<file path="config.mk">
export PLATFORM = sky130hd
export DESIGN_NAME = uart_tx_arbiter
export DESIGN_NICKNAME = d
export VERILOG_FILES = /design/src/rtl/uart_tx_arbiter.sv
export SDC_FILE = /design/constraint.sdc
export NUM_CORES = 1
export LEC_CHECK = 0
export CAP_MARGIN = 30
export CORE_MARGIN = 5
export CORE_UTILIZATION = 34
export CTS_CLUSTER_DIAMETER = 30
export DETAILED_ROUTE_END_ITERATION = 10
export HOLD_SLACK_MARGIN = 0.05
export PLACE_DENSITY = 0.83
export SYNTH_ARGS = -nofsm -noshare
export SYNTH_HDL_FRONTEND = slang
export SYNTH_SLANG_ARGS = --single-unit
</file>
<file path="constraint.sdc">
create_clock -name clk -period 1.3 [get_ports clk]
set_input_delay 0.39 -clock clk [delete_from_list [all_inputs] [get_ports clk]]
set_output_delay 0.39 -clock clk [all_outputs]
set_load 0.05 [all_outputs]
</file>
<file path="src/rtl/uart_tx_arbiter.sv">
// -----------------------------------------------------------------------------
// uart_tx_arbiter
//
// Purpose:
//   Shares a single uart_tx instance between two byte producers
//   (A: CPU I/O port, B: debug monitor). A round-robin grant picks one
//   requester, latches its byte into tx_data and raises tx_send. The
//   arbiter then follows the uart_tx handshake:
//     - hold tx_send until tx_ready falls (uart_tx took the byte),
//     - drop tx_send and wait for tx_ready to rise again (frame done).
//   Only one byte is in flight at a time. Each granted requester sees a
//   single-cycle ack pulse. All outputs are registered.
//
// Configuration:
//   UART_ARB_TIMEOUT_EN - when defined, a 16-bit counter bounds the time
//                         tx_send may stay high without tx_ready falling.
//                         On expiry the byte is dropped, tx_send is released
//                         and the sticky timeout_err flag is set.
//                         When undefined, S_START waits indefinitely and
//                         timeout_err is held at 0.
//
// Parameters:
//   TIMEOUT_CYCLES  number of S_START cycles allowed before a timeout
//                   (only meaningful with UART_ARB_TIMEOUT_EN)
//
// Ports:
//   clk          in   1  system clock
//   reset        in   1  asynchronous reset, active-high
//   a_req        in   1  requester A has a byte (hold with a_data until a_ack)
//   a_data       in   8  requester A byte
//   a_ack        out  1  one-cycle pulse: a_data latched
//   b_req        in   1  requester B has a byte (hold with b_data until b_ack)
//   b_data       in   8  requester B byte
//   b_ack        out  1  one-cycle pulse: b_data latched
//   tx_data      out  8  byte to uart_tx
//   tx_send      out  1  send strobe to uart_tx
//   tx_ready     in   1  ready from uart_tx
//   busy         out  1  high whenever the arbiter is not idle
//   owner        out  1  requester of the last granted byte (0=A, 1=B)
//   timeout_err  out  1  sticky timeout flag (0 unless UART_ARB_TIMEOUT_EN)
// -----------------------------------------------------------------------------

module uart_tx_arbiter #(
    parameter int unsigned TIMEOUT_CYCLES = 255
) (
    input  logic       clk,
    input  logic       reset,
    input  logic       a_req,
    input  logic [7:0] a_data,
    output logic       a_ack,
    input  logic       b_req,
    input  logic [7:0] b_data,
    output logic       b_ack,
    output logic [7:0] tx_data,
    output logic       tx_send,
    input  logic       tx_ready,
    output logic       busy,
    output logic       owner,
    output logic       timeout_err
);

    typedef enum logic [1:0] {
        S_IDLE  = 2'd0,
        S_START = 2'd1,
        S_BUSY  = 2'd2
    } state_t;

    state_t     state_q,       state_d;
    logic [7:0] tx_data_q,     tx_data_d;
    logic       tx_send_q,     tx_send_d;
    logic       a_ack_q,       a_ack_d;
    logic       b_ack_q,       b_ack_d;
    logic       busy_q,        busy_d;
    logic       owner_q,       owner_d;
    logic       timeout_err_q, timeout_err_d;

    // Arbitration helpers (combinational)
    logic       any_req;
    logic       grant_b;

`ifdef UART_ARB_TIMEOUT_EN
    // Counter value seen on the last permitted S_START cycle: the counter
    // starts at 0 on the first S_START cycle, so TIMEOUT_CYCLES-1 marks the
    // TIMEOUT_CYCLES-th cycle.
    localparam logic [15:0] TIMEOUT_LAST = 16'(TIMEOUT_CYCLES - 32'd1);

    logic [15:0] tmo_cnt_q, tmo_cnt_d;
`else
    // Parameter is only consumed by the timeout build.
    logic [15:0] unused_timeout_limit;
    assign unused_timeout_limit = 16'(TIMEOUT_CYCLES);
`endif

    // Round-robin choice: a lone requester wins; with both pending the one
    // that did not own the previous byte wins (strict alternation).
    always_comb begin
        any_req = a_req | b_req;
        grant_b = b_req & (~a_req | ~owner_q);
    end

    // Next-state and next-output computation for the arbiter FSM.
    always_comb begin
        state_d       = state_q;
        tx_data_d     = tx_data_q;
        tx_send_d     = tx_send_q;
        a_ack_d       = 1'b0;
        b_ack_d       = 1'b0;
        owner_d       = owner_q;
        timeout_err_d = timeout_err_q;
`ifdef UART_ARB_TIMEOUT_EN
        tmo_cnt_d     = tmo_cnt_q;
`endif

        case (state_q)
            S_IDLE: begin
                // tx_ready low here means uart_tx is still in reset or
                // finishing; requests are simply held off.
                if (tx_ready && any_req) begin
                    state_d   = S_START;
                    tx_send_d = 1'b1;
                    owner_d   = grant_b;
                    tx_data_d = grant_b ? b_data : a_data;
                    a_ack_d   = ~grant_b;
                    b_ack_d   = grant_b;
`ifdef UART_ARB_TIMEOUT_EN
                    tmo_cnt_d = 16'd0;
`endif
                end else begin
                    state_d   = S_IDLE;
                    tx_send_d = 1'b0;
                end
            end

            S_START: begin
                if (!tx_ready) begin
                    // uart_tx has taken the byte; release the strobe so it
                    // can leave its stop-bit state later.
                    state_d   = S_BUSY;
                    tx_send_d = 1'b0;
                end else begin
`ifdef UART_ARB_TIMEOUT_EN
                    if (tmo_cnt_q == TIMEOUT_LAST) begin
                        // Byte was already acked, so it is dropped here.
                        state_d       = S_IDLE;
                        tx_send_d     = 1'b0;
                        timeout_err_d = 1'b1;
                    end else begin
                        tmo_cnt_d     = tmo_cnt_q + 16'd1;
                        tx_send_d     = 1'b1;
                    end
`else
                    tx_send_d = 1'b1;
`endif
                end
            end

            S_BUSY: begin
                tx_send_d = 1'b0;
                if (tx_ready) begin
                    state_d = S_IDLE;
                end else begin
                    state_d = S_BUSY;
                end
            end

            default: begin
                state_d   = S_IDLE;
                tx_send_d = 1'b0;
            end
        endcase

        busy_d = (state_d != S_IDLE);

`ifndef UART_ARB_TIMEOUT_EN
        timeout_err_d = 1'b0;
`endif
    end

    // State and output registers; reset forces the idle, no-ack condition
    // immediately, abandoning any byte in flight.
    always_ff @(posedge clk or posedge reset) begin
        if (reset) begin
            state_q       <= S_IDLE;
            tx_data_q     <= 8'h00;
            tx_send_q     <= 1'b0;
            a_ack_q       <= 1'b0;
            b_ack_q       <= 1'b0;
            busy_q        <= 1'b0;
            owner_q       <= 1'b1;
            timeout_err_q <= 1'b0;
`ifdef UART_ARB_TIMEOUT_EN
            tmo_cnt_q     <= 16'd0;
`endif
        end else begin
            state_q       <= state_d;
            tx_data_q     <= tx_data_d;
            tx_send_q     <= tx_send_d;
            a_ack_q       <= a_ack_d;
            b_ack_q       <= b_ack_d;
            busy_q        <= busy_d;
            owner_q       <= owner_d;
            timeout_err_q <= timeout_err_d;
`ifdef UART_ARB_TIMEOUT_EN
            tmo_cnt_q     <= tmo_cnt_d;
`endif
        end
    end

    assign tx_data     = tx_data_q;
    assign tx_send     = tx_send_q;
    assign a_ack       = a_ack_q;
    assign b_ack       = b_ack_q;
    assign busy        = busy_q;
    assign owner       = owner_q;
    assign timeout_err = timeout_err_q;

endmodule

</file>
==> results.cfg <==
[status]
status = finished, violations left
violations = setup timing

[timing]
drv_slew = 0
whs_ps = 429
hold_viol = 0
rsz0062_at_grt = yes
setup_ws_ps = -130
fin_crit_sh_pct = 110
skew_ps = 1.77
min_period_ps = 1430
fmaxAchievable_mhz = 699
setup_viol = 9

[power_and_ir_drop]
power.density_nw_per_um2 = 1760
power_leakage_nw = 0.618
peakVddDrop_uv = 1020

[die]
num_io_pins = 35
rows = 16
start_util_pct = 34.6
die_x_um = 54.0
die-area_sq_um = 2920
core_region_area_sq_um = 1900
die_y_um = 54.0

[final_layout]
areaGrowthSynthToFinish_pct = 122
layoutNonFillerInstCount = 129
fill_cells = 113
nets = 124
multiInputGateArea_sq_um = 433
final_layout_size_suffix_gt1_share_pct = 53.9
regArea_sq_um = 379
n_antenna_cell = 0
final_cell_area_sq_um = 1460

[placement]
placed_area_sq_um = 1220
place_congestion = 0.711
portBuffers = 33
dp.cells = 119
pre_cts_slack_ps = -609

[global_routing]
grt_max_degree = 16
grt_pass1_vias = 763
grt_pass1_wl_um = 3580
grt.total_usage_pct = 17.8
grt_overflow = 0
antenna_found_initial = 0

[critical_path]
cp_slowest_stage_delay_ps = 550
crit_path_max_fanout = 2
crit_buf_inv = 2
path_cells = buf_6 -> buf_12
crit_path_start_kind = flop
critPathArrivalTime_ps = 1040
path_class = flop to output port
worst_ep_required_time_ps = 910
cp_top_family = flip-flops
crit_slowest_cell = dfstp_2
worstSetupEndpointType = output port

[drt]
wl_per_cell_um = 19.7
ant_nets = 0
wl_um = 2550
detail_route.first_pass.iterations = 4
vias = 660
viasPerCell = 5.12
drc_errors = 0
drtIter0Drc = 6

[yosys]
synthArstFlopShare_pct = 100
syn_area_per_cell_sq_um = 12.7
yosysTopAreaCellShare_pct = 53.2
yosysSeqAreaShare_pct = 57.2
synthCells = 52
synth_ff_type = dfrtp_1
synth.distinct_cells = 20
syn_area_sq_um = 658
synth_edf_count = 0
synthTopCellsByCount = dfrtp_1 (14), o21bai_1 (8), o221a_2 (8)
yosysTopAreaCell = dfrtp_1
yosysWarningCount = 0
ys_top_cells_by_area = dfrtp_1 (53%), o221a_2 (14%), o21bai_1 (9.1%), dfstp_2 (4.0%), nor3b_1 (2.3%)
synth_most_common_cell = dfrtp_1
synth-seq-cells = 15
synth_nets = 73

[cts]
cts_tree = built
insertion_delay_ps = 280
clkTransAtPathRegs_ps = 90
cts_root_buffer = clkbuf_4
cts_hold_buffers = 0
cts_sinks = 15
htree_levels = 1
cts_buffer_depth = 2
cts_made_buffers = 3

[min_path]
hold_class = primary input to asynchronous set/reset pin

[run]
maxCapViolations = 0
==> cells in the final DEF (no fill, tap or decap), types with 2 or more instances in the layout <==
cell	n
buf_6	6
dfrtp_2	2
nor2_1	2
buf_4	7
buf_12	13
dfrtp_1	12
o21bai_2	2
dlygate4sd2_1	3
clkbuf_4	3
o21bai_1	4
o21bai_4	2
nor3b_1	2
nand3_4	2
o221a_4	8
clkdlybuf4s50_1	17
inv_1	3
or3b_4	2
==> worst paths after layout <==
kind | end | start | depth (start not counted) | slack, ps
max | owner | owner$_DFFE_PP1P_ | 2 | -130
min | tx_data[4]$_DFFE_PP0P_ | reset | 3 | 430
max reg2reg | tx_data[2]$_DFFE_PP0P_ | state_q[0]$_DFF_PP0_ | 3 | -90
min reg2reg | tx_send$_DFF_PP0_ | state_q[1]$_DFF_PP0_ | 2 | 650
max in group asynchronous | owner$_DFFE_PP1P_ | reset | 3 | 630
min in group clk | state_q[1]$_DFF_PP0_ | tx_ready | 2 | 540
==> cell type report <==
class / instances / area share [%]
multi-input combinational: 34 / 29.6
sequential: 15 / 26.0
timing repair buffer: 46 / 39.5
inverter: 3 / 0.771
clock buffer: 4 / 1.80
tap: 27 / 2.31
==> timing repair <==
action,in CTS,in global routing
endpoints found under the setup margin,12,11
pin swaps,8,5
resized for setup,18,13
buffers inserted,4,0
cloned,2,0
hold endpoints to repair,0,0
==> kinds of logic after synthesis <==
| group | count (synthesis) | share of synthesized area, % |
|---|---|---|
| DFF | 15 | 57.2 |
| buffers and inverters | 5 | 4.56 |
| other | 1 | 0.570 |
| and+or+nand+nor | 13 | 12.4 |
| AOI/OAI and AO/OA | 17 | 24.0 |
| xor gates and xnor gates | 1 | 1.33 |
==> report_power, final <==
part / internal (mW) / switching, mW
combinational: 0.858 / 0.715
clock: 0.119 / 0.144
sequential: 0.599 / 0.141
==> layer usage <==
layer  share of wire [%]  vias up  global-route usage (%)
met5                   0        -                       0
li1                    -      298                       -
met3                 7.4        6                    4.16
met2                  55       30                    33.7
met1                  36      326                    18.4
met4                 2.0        0                    7.88
==> tightest hold or removal path, stage by stage <==
cell	delay, ps
clkdlybuf4s50_1	410
inv_1	60
buf_4	220
==> state kept, by name, summed over array words and instances, names as in the netlist <==
signal	flops
tx_data	8
state_q	2
tx_send	1
busy	1
a_ack	1
b_ack	1
owner	1
==> through the flow <==
stage	utilization (%)	power, mW	setup TNS [ps]
3_5_place_dp	64.2	2.05	-6530
6_report	76.8	2.58	-623
2_1_floorplan	-	1.34	-580
4_1_cts	72.2	2.44	-312
3_3_place_gp	64.2	2.03	-5860
5_1_grt	76.8	2.68	-1090
No activity file was read; power rests on OpenSTA's default activity.
